--- src/rtl/mem_port_arbiter.sv ---
// Arbitrates one shared single-port RAM between the IF fetch path and the MEM
// load/store path. MEM has fixed priority; stuck accesses time out with a sticky bus_err.
module mem_port_arbiter #(
  parameter int unsigned TIMEOUT = 255
) (
  input  logic        clk,
  input  logic        rst,
  input  logic        if_req,
  input  logic [31:0] if_addr,
  output logic [31:0] if_rdata,
  output logic        if_ack,
  input  logic        mem_req,
  input  logic        mem_we,
  input  logic [31:0] mem_addr,
  input  logic [31:0] mem_wdata,
  output logic [31:0] mem_rdata,
  output logic        mem_ack,
  output logic        ram_cs,
  output logic        ram_we,
  output logic [31:0] ram_addr,
  output logic [31:0] ram_din,
  input  logic [31:0] ram_dout,
  input  logic        ram_ready,
  output logic        if_stall,
  output logic        mem_stall,
  output logic        bus_err
);

  typedef enum logic [1:0] {IDLE, BUSY_IF, BUSY_MEM, RESP} state_t;

  localparam logic [7:0]  CNT_LAST = 8'(TIMEOUT - 1);
  localparam logic [31:0] ERR_DATA = 32'hDEADBEEF;

  state_t      state_q;
  logic [7:0]  cnt_q;
  logic [31:0] addr_q;
  logic [31:0] wdata_q;
  logic [31:0] if_rdata_q;
  logic [31:0] mem_rdata_q;
  logic        if_ack_q;
  logic        mem_ack_q;
  logic        ram_cs_q;
  logic        ram_we_q;
  logic        bus_err_q;

  always_ff @(posedge clk) begin
    if (rst) begin
      state_q     <= IDLE;
      cnt_q       <= '0;
      addr_q      <= '0;
      wdata_q     <= '0;
      if_rdata_q  <= '0;
      mem_rdata_q <= '0;
      if_ack_q    <= 1'b0;
      mem_ack_q   <= 1'b0;
      ram_cs_q    <= 1'b0;
      ram_we_q    <= 1'b0;
      bus_err_q   <= 1'b0;
    end else begin
      if_ack_q  <= 1'b0;
      mem_ack_q <= 1'b0;
      unique case (state_q)
        IDLE: begin
          cnt_q <= '0;
          if (mem_req) begin
            state_q  <= BUSY_MEM;
            addr_q   <= mem_addr;
            wdata_q  <= mem_wdata;
            ram_cs_q <= 1'b1;
            ram_we_q <= mem_we;
          end else if (if_req) begin
            state_q  <= BUSY_IF;
            addr_q   <= if_addr;
            ram_cs_q <= 1'b1;
            ram_we_q <= 1'b0;
          end
        end
        BUSY_IF, BUSY_MEM: begin
          // ram_ready wins over the timeout on the last allowed cycle
          if (ram_ready || cnt_q == CNT_LAST) begin
            state_q  <= RESP;
            cnt_q    <= '0;
            ram_cs_q <= 1'b0;
            ram_we_q <= 1'b0;
            if (state_q == BUSY_IF) begin
              if_ack_q   <= 1'b1;
              if_rdata_q <= ram_ready ? ram_dout : ERR_DATA;
            end else begin
              mem_ack_q <= 1'b1;
              if (!ram_we_q) mem_rdata_q <= ram_ready ? ram_dout : ERR_DATA;
            end
            if (!ram_ready) bus_err_q <= 1'b1;
          end else begin
            cnt_q <= cnt_q + 8'd1;
          end
        end
        RESP:    state_q <= IDLE;
        default: state_q <= IDLE;
      endcase
    end
  end

  assign if_rdata  = if_rdata_q;
  assign if_ack    = if_ack_q;
  assign mem_rdata = mem_rdata_q;
  assign mem_ack   = mem_ack_q;
  assign ram_cs    = ram_cs_q;
  assign ram_we    = ram_we_q;
  assign ram_addr  = addr_q;
  assign ram_din   = wdata_q;
  assign bus_err   = bus_err_q;
  assign if_stall  = if_req & ~if_ack_q;
  assign mem_stall = mem_req & ~mem_ack_q;

endmodule

--- config.mk ---
export PLATFORM = sky130hd
export DESIGN_NAME = mem_port_arbiter
export DESIGN_NICKNAME = d
export VERILOG_FILES = /design/src/rtl/mem_port_arbiter.sv
export SDC_FILE = /design/constraint.sdc
export NUM_CORES = 1
export LEC_CHECK = 0
export CAP_MARGIN = 30
export CORE_ASPECT_RATIO = 0.8
export CORE_MARGIN = 2
export CORE_UTILIZATION = 30
export DETAILED_ROUTE_END_ITERATION = 10
export HOLD_SLACK_MARGIN = 0.1
export PLACE_DENSITY_LB_ADDON = 0.2
export SLEW_MARGIN = 20
export SYNTH_ARGS = -nofsm -noshare
export SYNTH_HDL_FRONTEND = slang
export SYNTH_SLANG_ARGS = --single-unit
--- constraint.sdc ---
create_clock -name clk -period 3.6 [get_ports clk]
set_input_delay 1.08 -clock clk [delete_from_list [all_inputs] [get_ports clk]]
set_output_delay 1.08 -clock clk [all_outputs]
set_load 0.005 [all_outputs]
==> impl_results.md <==
- Period utilization: 90.20%
- Final-report max-slew violation count: 0
- Worst reg2reg path endpoint: mem_rdata[8]
- Leakage: ~3.4 nW
- Maximum number of buffers from clock root to sink: 2
- Die boundary height: ~130 um
- Total of flip-flops plus latches after synthesis: about 140
- Total of cells resized after clock tree synthesis: 0
- Starting density of the core: a little under a third
- Count of antenna-violating nets left after detailed routing: 0
- Relative slew slack: a little under three fifths
- Num CTS Buffers: 17
- Clock transition at the registers of the reported paths: 60 ps
- I/O pins: approximately 270
- Setup repair after global routing missed its margin: no
- Hold wc startpoint: ram_din[22]
- Post-route setup TNS: 0 ps
- Count of fill cells added during filler insertion: between 1.5k and 2k
- Drt pass-1 iters: 6
- Share of final-layout standard cells stronger than drive strength 1: under 10%
- Worst Setup End Kind: output pin
- Syn. warnings: 0
- ANT cells: 0
- Post-Syn Area: 0.005766 mm^2
- Critical path arrival: 2170 ps
- DIE WIDTH: ~160 um
- Initial antenna violation count: 0
- Distinct cells, synth: 33
- Worst hold stages: 2
- Remaining design rule violation count: 0
- Highest fanout seen on the critical path: 2
- Final #Nets: 1043
- Remaining global-route overflow: 0
- Clock tree skew after final layout: 8.564 ps
- Number of buffers inserted by hold repair at cts: 0
- Final wirelength: between 15 and 20 mm
- Number of nets in the synthesized netlist: approximately 800
- Number of hold-slack violations in the final timing report: 0
- Layout area overhead: 60.98%
- CP Data Required Time: 2520 ps
- Global Route Usage Sum: ~17%
- Result of the run: complete, no violations
- Sequential element share of the synthesized area: 49.65%
- Register area: between 0.002 and 0.003 mm^2
- Global-route wire length before repair: between 20 and 30 mm
- Startpoint of the most critical setup path: if_req
- Number of standard-cell rows in the floorplan: 45
- Shortest clock period the worst path allows after layout: about 3200 ps
- Root buffer selected by CTS: clkbuf_16
- Avg Inst Size Synth: 8.789 um^2
- Max VDD drop: 0.0003318 V
- CTS HTree Levels: 4
- CTS tree: done
- Tightest Pin Transition: approximately 670 ps
- Final RePlAce weighted congestion: roughly 0.75
- Cell count after synthesis: 656
- Via count of the first global-routing pass: between 5k and 6k
- Core area: roughly 0.019 mm^2
- Type of the worst setup path: in -> out
- Clock latency at the later pin of the worst-skew pair: about 410 ps
- Worst R2R Start: state_q[1]
- Worst Hold Margin: between 400 and 500 ps
- Area taken by multi-input logic gates: 0.002565 mm^2
- Area of the die: 0.02035 mm^2
- CP startpoint kind: input pin
- Pin count of the biggest net entering global routing: 66
- Via Count: approximately 5.3k
- Worst-case reg-to-reg path depth: 7
- Endpoint of the worst hold-timing path: ram_din[22]
- Pwr/cell area: around 690 mW/mm^2
- Port Buf Inserts: 268
- Detail-routed net length per standard cell: roughly 15 um
- HP Class: reg -> reg
- Post-CTS Repair Setup Buffers: 0
- Upper clock frequency limit: ~0.31 GHz
- Reported max-cap violation count: 0
- HPWL after detailed placement: around 12 mm
- TritonCTS sink count: ~140
- Starting DRC count in detailed routing: approximately 260
- Routed via count divided by cell count: roughly 4.5
- Final setup violation count: 0
- Minimum setup slack among reg-to-reg paths: around 1500 ps
==> cell usage after synthesis, drive strengths merged <==
cell / instances / area, um^2
inv: 30 / 112.6
nand4: 2 / 18.77
a311oi: 10 / 87.58
nand3: 13 / 77.58
nor3: 25 / 125.1
ha: 6 / 75.07
nor2b: 6 / 37.54
nor2: 94 / 352.8
nand2: 81 / 304.0
and3: 1 / 6.260
a31oi: 1 / 6.260
xor2: 4 / 35.03
nor3b: 2 / 15.01
and3b: 1 / 8.760
a21o: 1 / 7.510
xnor2: 3 / 26.28
clkbuf: 28 / 106.4
mux2i: 33 / 330.3
a21oi: 76 / 380.4
and2: 2 / 12.51
a21bo: 8 / 80.08
dfxtp: 143 / 2863
buf: 25 / 128.9
o21ai: 1 / 5.000
a211o: 1 / 8.760
a211oi: 58 / 535.5
o21bai: 1 / 18.77
==> layer usage <==
| metal | global-route usage (%) | vias up | wire length, um |
|---|---|---|---|
| met5 | 0 | - | 0 |
| met4 | 5.080 | 0 | 210 |
| met2 | 27.43 | 136 | 8017 |
| met1 | 21.67 | 2421 | 8113 |
| met3 | 4.562 | 16 | 980 |
| li1 | - | 2736 | - |
==> area by class of cell <==
cell class | count | area share [%]
Clock buffer | 21 | 4.961
Clock inverter | 10 | 1.726
Inverter | 30 | 1.213
Multi-Input combinational cell | 430 | 27.64
Sequential cell | 143 | 30.84
Tap cell | 258 | 3.478
Timing Repair Buffer | 281 | 30.14
==> cells by family (layout without fill, tap and decap cells) <==
family	Yosys count	count (layout)	synth area share, %
simple gates	227	227	16.62
compound gates	157	157	19.60
flops	143	143	49.65
buf+inv	83	342	6.033
mux	33	33	5.729
xor+xnor	7	7	1.063
fa+ha+maj	6	6	1.302
==> registers in the layout (all words and copies together), names as in the netlist <==
name	flops
ram_addr	32
ram_din	32
if_rdata	32
bus_err	1
ram_we	1
ram_cs	1
mem_ack	1
state_q	2
mem_rdata	32
if_ack	1
cnt_q	8
==> worst max-delay path by stage <==
stage	to
CTS	if_stall
floorplan	mem_stall
global placement	if_stall
finish	if_stall
detailed placement	if_stall
global route	if_stall
==> stage by stage <==
stage                     cell area (um^2)  instances  power, W  util, %  setup slack [ps]
after floorplan                       5766        656  0.003386        -             813.1
after global placement                8661       1142  0.004554    45.78             333.8
after global routing                  9281       1173  0.006778    49.06             315.4
after CTS                             9281       1173  0.006476    49.06             345.3
final                                 9281       1173  0.006384    49.06             352.8
after detailed placement              8661       1142  0.004579    45.78             339.4
==> critical path, stage by stage <==
cell             delay, ps
clkdlybuf4s50_1        460
nor2b_1                120
clkdlybuf4s50_1        500
==> placed cells by master (no fill, tap or decap), drive strengths merged, types with 3 or more instances in the layout <==
cell	synthesis	final
xor2	4	4
nor2b	6	6
nor3	25	25
clkdlybuf4s50	0	266
a311oi	10	10
clkinv	0	4
nor2	94	94
xnor2	3	3
dfxtp	143	143
mux2i	33	33
bufinv	0	4
ha	6	6
a21oi	76	76
a21bo	8	8
clkbuf	28	21
buf	25	15
nand2	81	81
inv	30	31
a211oi	58	58
nand3	13	13
==> power by group <==
| group | internal [W] | total, W | switching (W) |
|---|---|---|---|
| sequential | 0.00197 | 0.00216 | 0.000193 |
| combinational | 0.00121 | 0.00235 | 0.00114 |
| clock | 0.00119 | 0.00187 | 0.000675 |
Note: power is estimated with default switching activity, not from simulation.
==> edit 1 (same settings) <==
Reset style: asynchronous (`rst`), changed in one clocked block.
--- a/src/rtl/mem_port_arbiter.sv
+++ b/src/rtl/mem_port_arbiter.sv
@@ -44,5 +44,5 @@
   logic        bus_err_q;
 
-  always_ff @(posedge clk) begin
+  always_ff @(posedge clk or posedge rst) begin
     if (rst) begin
       state_q     <= IDLE;
Function: differs if rst is asserted again (counterexample within 4 cycles, from zero or initial values and one cycle with rst high); with rst held inactive, the same outputs for 4 cycles.
==> edit 1 against the unedited design <==
Worst setup slack got worse by 0.0013 ns. Cell area up 1.0%. Synthesized area increased by 1.1%. Non-clock buffer count shrank 5. Hold slack improved by 0.025 ns. Sequential cell count is the same. Power grew 24%. Routed wire length decreased by 4.9%. Via count fell by 15%. Critical path type unchanged. Highest routed layer is now met5.
==> edit 1: results (changes against the unedited design) <==
<table>
<tr><th>Metric</th><th>Value</th></tr>
<tr><th colspan="2">Outcome</th></tr>
<tr><td>Status</td><td>completed</td></tr>
<tr><th colspan="2">Cells and area</th></tr>
<tr><td>Count of filler cells inserted in the layout</td><td>1742 (-5.0%)</td></tr>
<tr><td>Buffer share of cell area</td><td>0.295 (-0.00599)</td></tr>
<tr><td>Inverters excl. clock</td><td>8 (-73%)</td></tr>
<tr><td>Fraction of area in multi-input gates</td><td>0.220 (-0.0564)</td></tr>
<tr><td>Final net count</td><td>851 (-18%)</td></tr>
<tr><td>Share of cells above drive strength 1</td><td>0.137 (+0.0526)</td></tr>
<tr><td>Share of final layout cell area taken by clock buffers and inverters</td><td>0.0645 (-0.00241)</td></tr>
<tr><td>Clock buffers</td><td>18 (-14%)</td></tr>
<tr><th colspan="2">Routing</th></tr>
<tr><td>Uppermost metal layer occupied by signal nets</td><td>met5</td></tr>
<tr><td>Router iterations before antenna repair</td><td>4 (-2)</td></tr>
<tr><td>Routed wl met2</td><td>7.95 mm (-0.84%)</td></tr>
<tr><td>Length of routed wiring on met1</td><td>7.09 mm (-13%)</td></tr>
<tr><th colspan="2">Placement</th></tr>
<tr><td>Detail Placement HPWL</td><td>12.1 mm (+0.90%)</td></tr>
<tr><td>GP Congestion</td><td>0.805 (+7.6%)</td></tr>
<tr><th colspan="2">Global route</th></tr>
<tr><td>GR Layer Usage met1</td><td>0.199 (-0.0181)</td></tr>
<tr><td>Maximum number of pins on one net before global-route repair</td><td>80 (+21%)</td></tr>
<tr><td>Wire length of the first global-routing pass</td><td>26.0 mm (-4.5%)</td></tr>
<tr><td>Overall Global Routing Usage</td><td>0.162 (-0.00563)</td></tr>
<tr><td>Initial antenna violation count</td><td>1 (+1)</td></tr>
<tr><td>GR Util met3</td><td>0.0529 (+0.00725)</td></tr>
<tr><th colspan="2">Synth</th></tr>
<tr><td>Arithmetic-cell share of the synthesized area counting full adders, half adders and majority gates</td><td>0.0129 (-0.000137)</td></tr>
<tr><td>Count of cell types in the netlist</td><td>47 (+42%)</td></tr>
<tr><td>Net count after synthesis</td><td>582 (-27%)</td></tr>
<tr><td>Multiplexer share of the synthesized area</td><td>0.121 (+0.0634)</td></tr>
<tr><td>Compound-gate portion of the synthesized area</td><td>0.147 (-0.0487)</td></tr>
<tr><th colspan="2">Timing</th></tr>
<tr><td>Clk_skew</td><td>0.00911 ns (+0.000549 ns)</td></tr>
<tr><td>Tightest slew margin relative to the limit</td><td>0.392 (-0.160)</td></tr>
<tr><th colspan="2">Power and ir drop</th></tr>
<tr><td>IR Drop Worst-Case VDD</td><td>0.351 mV (+5.6%)</td></tr>
<tr><td>Static power due to leakage</td><td>0.00393 uW (+14%)</td></tr>
<tr><th colspan="2">Setup path</th></tr>
<tr><td>Worst r2r src</td><td>state_q[0]</td></tr>
<tr><td>Number of cell instances on the worst register-to-register path</td><td>6 (-1)</td></tr>
<tr><th colspan="2">Worst hold path</th></tr>
<tr><td>Origin of the worst min-delay path</td><td>ram_addr[2]</td></tr>
</table>
edit 1: cell count changes in the layout (fill, tap and decap cells not counted), sizes merged, moves of 24 or more:
cell / change
o21ai: +37
nand2: -36
a211oi: -58
o22a: +48
a21oi: -73
nor3: -24
mux2: +34
dfrtp: +143
dfxtp: -143
nor2: -87
edit 1: cell families after synthesis:
kind of cell               count (synthesis)
DFF                                      143
AOI/OAI and AO/OA                        113
and+or+nand+nor                           77
muxes                                     66
buffers and inverters                     34
adders and majority gates                  6
xor gates and xnor gates                   3
edit 1: report_power, final:
group | switching [uW] | total (uW) | internal (uW) | leakage [uW]
registers | 414 | 2780 | 2370 | 0.00170
logic | 1270 | 3380 | 2110 | 0.00193
clock network | 677 | 1780 | 1110 | 0.000296
edit 1: path summary, 6_finish.rpt:
kind	end	slack (ns)
worst min-delay path	ram_addr[2]	0.48
min in group asynchronous	if_rdata[11]	1.09
worst min register to register	ram_addr[2]	0.48
max in group asynchronous	cnt_q[2]	1.73
worst max register to register	mem_rdata[11]	1.18
worst max-delay path	if_stall	0.35
edit 1: per-stage QoR:
| step | setup slack [ns] | hold slack (ns) | cells | power (uW) | area (um2) |
|---|---|---|---|---|---|
| after floorplan | 0.729 | 0.466 | 442 | 4230 | 5830 |
| final | 0.352 | 0.477 | 982 | 7940 | 9380 |
| after global routing | 0.276 | 0.503 | 982 | 8460 | 9380 |
| after CTS | 0.346 | 0.483 | 981 | 8050 | 9360 |
| after detailed placement | 0.346 | 0.469 | 949 | 6220 | 8760 |
| after global placement | 0.311 | 0.466 | 949 | 6120 | 8760 |
edit 1: worst min-delay path, cell delays in order, from the launching register on:
cell and delay (ns):
sky130_fd_sc_hd__dfrtp_1 0.34, sky130_fd_sc_hd__nand2_1 0.04, sky130_fd_sc_hd__o21ai_0 0.06
==> edit 2 (same settings) <==
Made on the original files. The parameter `TIMEOUT` goes from 255 to 191.
--- a/src/rtl/mem_port_arbiter.sv
+++ b/src/rtl/mem_port_arbiter.sv
@@ -2,5 +2,5 @@
 // load/store path. MEM has fixed priority; stuck accesses time out with a sticky bus_err.
 module mem_port_arbiter #(
-  parameter int unsigned TIMEOUT = 255
+  parameter int unsigned TIMEOUT = 191
 ) (
   input  logic        clk,
Function: no difference found for any inputs over 4 cycles, from zero or initial values and one cycle with rst high; that may be too few to reach the edited logic, so the function may still have changed.
==> edit 2 against the unedited design <==
Die area down 0.87%. Clock power fell by 9%. Sequential share of layout area up 0.45 points. Synthesized area fell by 0.89%. Cell area shrank 1.4%. Sequential cell count unchanged. Worst setup slack got worse by 0.050 ns. Power is 2.9% lower. Synthesized cell count down 0.15%. First-iteration DRC count decreased by 3.1%. Clock skew grew 0.0033 ns. Routed wire length up 0.62%.
==> edit 2: results (changes against the unedited design) <==
<table>
<tr><th>Metric</th><th>Value</th></tr>
<tr><th colspan="2">Setup path</th></tr>
<tr><td>Crit path DAT</td><td>2.22 ns (+0.05 ns)</td></tr>
<tr><td>Critical Path Fanout Max</td><td>3 (+1)</td></tr>
<tr><th colspan="2">Global route</th></tr>
<tr><td>Overall Global Routing Usage</td><td>0.173 (+0.00618)</td></tr>
<tr><td>Number of global-route vias before repair</td><td>5096 (-1.4%)</td></tr>
<tr><td>Maximum number of pins on one net before global-route repair</td><td>63 (-4.5%)</td></tr>
<tr><th colspan="2">Synth</th></tr>
<tr><td>XOR/XNOR share of the synthesized area</td><td>0.0107 (+0.0000955)</td></tr>
<tr><td>Count of cell types in the netlist</td><td>38 (+15%)</td></tr>
<tr><td>Compound-gate portion of the synthesized area</td><td>0.183 (-0.0127)</td></tr>
<tr><td>Arithmetic-cell share of the synthesized area counting full adders, half adders and majority gates</td><td>0.0131 (+0.000117)</td></tr>
<tr><td>Net count after synthesis</td><td>795 (-0.13%)</td></tr>
<tr><td>Multiplexer share of the synthesized area</td><td>0.0561 (-0.00124)</td></tr>
<tr><th colspan="2">Timing</th></tr>
<tr><td>Tightest slew margin relative to the limit</td><td>0.523 (-0.0289)</td></tr>
<tr><td>Clk_skew</td><td>0.0119 ns (+0.00333 ns)</td></tr>
<tr><th colspan="2">Cells and area</th></tr>
<tr><td>Non-filler instance count after layout</td><td>1172 (-0.085%)</td></tr>
<tr><td>Share of cells above drive strength 1</td><td>0.0689 (-0.0152)</td></tr>
<tr><td>Count of filler cells inserted in the layout</td><td>1895 (+3.4%)</td></tr>
<tr><td>Final net count</td><td>1041 (-0.19%)</td></tr>
<tr><th colspan="2">Routing</th></tr>
<tr><td>Routed length per placed instance</td><td>14.9 um (+0.70%)</td></tr>
<tr><td>Initial DRC count</td><td>251 (-3.1%)</td></tr>
<tr><td>Via total after detailed routing</td><td>5322 (+0.24%)</td></tr>
<tr><td>Router iterations before antenna repair</td><td>4 (-2)</td></tr>
<tr><th colspan="2">Placement</th></tr>
<tr><td>Post-placement worst setup slack</td><td>0.302 ns (-0.0373 ns)</td></tr>
<tr><td>Detail Placement HPWL</td><td>12.0 mm (-0.15%)</td></tr>
<tr><td>Inst Count DP</td><td>1140 (-0.18%)</td></tr>
<tr><th colspan="2">Outcome</th></tr>
<tr><td>Status</td><td>completed</td></tr>
</table>
==> edit 2: cell count changes after synthesis, sizes merged, moves of 2 or more <==
cell / unedited run / this run
nand3: 13 / 15
nand4: 2 / 0
nor3: 25 / 27
o21a: 0 / 4
buf: 25 / 23
nor2b: 6 / 3
inv: 30 / 28
nand2: 81 / 77
clkbuf: 28 / 30
a211oi: 58 / 56
a311oi: 10 / 8
==> edit 2: kinds of logic (layout without fill, tap and decap cells) <==
kind of cell | count (synthesis) | count (layout)
AND/OR/NAND/NOR | 227 | 227
AO/OA/AOI/OAI | 159 | 159
flip-flops | 143 | 143
buffers and inverters | 81 | 340
multiplexers | 32 | 32
XOR/XNOR | 7 | 7
adder cells (fa/ha/maj) | 6 | 6
==> edit 2: worst max-delay path, delay by kind of cell <==
family	cells	cell delay (ns)
buffers and inverters	2	1.00
and+or+nand+nor	1	0.13
==> edit 2: final timing paths <==
path,start,cells past startpoint,to,slack (ns)
setup reg to reg,state_q[0],5,mem_rdata[17],1.57
hold / removal,ram_din[29],2,ram_din[29],0.45
hold reg to reg,ram_din[29],2,ram_din[29],0.45
setup / recovery,if_req,3,if_stall,0.30
==> edit 2: power by group through the flow <==
stage               registers [uW]  clock network, uW  logic [uW]
floorplan                     2230                  0        1120
global placement              2190                  0        2350
detailed placement            2200                  0        2350
CTS                           2170               1770        2360
global route                  2220               1840        2580
finish                        2170               1710        2320
==> edit 2: area by class of cell <==
class | instances | area share
flip-flops and latches | 143 | 0.313
clock buffers | 17 | 0.0465
multi-input cells | 431 | 0.272
clock inverters | 15 | 0.0163
repair buffers | 280 | 0.305
inverters | 28 | 0.0115
well taps | 258 | 0.0353
==> edit 2: stage by stage <==
step                      instance area [um2]  total power, uW   util
after floorplan                          5710             3350      -
after global placement                   8570             4540  0.456
after detailed placement                 8570             4550  0.456
after CTS                                9150             6300  0.486
after global routing                     9150             6630  0.486
final                                    9150             6200  0.486
==> edit 2: per-layer routing <==
layer  global-route usage  part of all wire  vias to the layer above
met5                    0                 0                        -
met4               0.0503             0.012                        0
met3               0.0736             0.086                       15
met2                0.268              0.45                      137
met1                0.221              0.45                     2440
li1                     -                 -                     2730
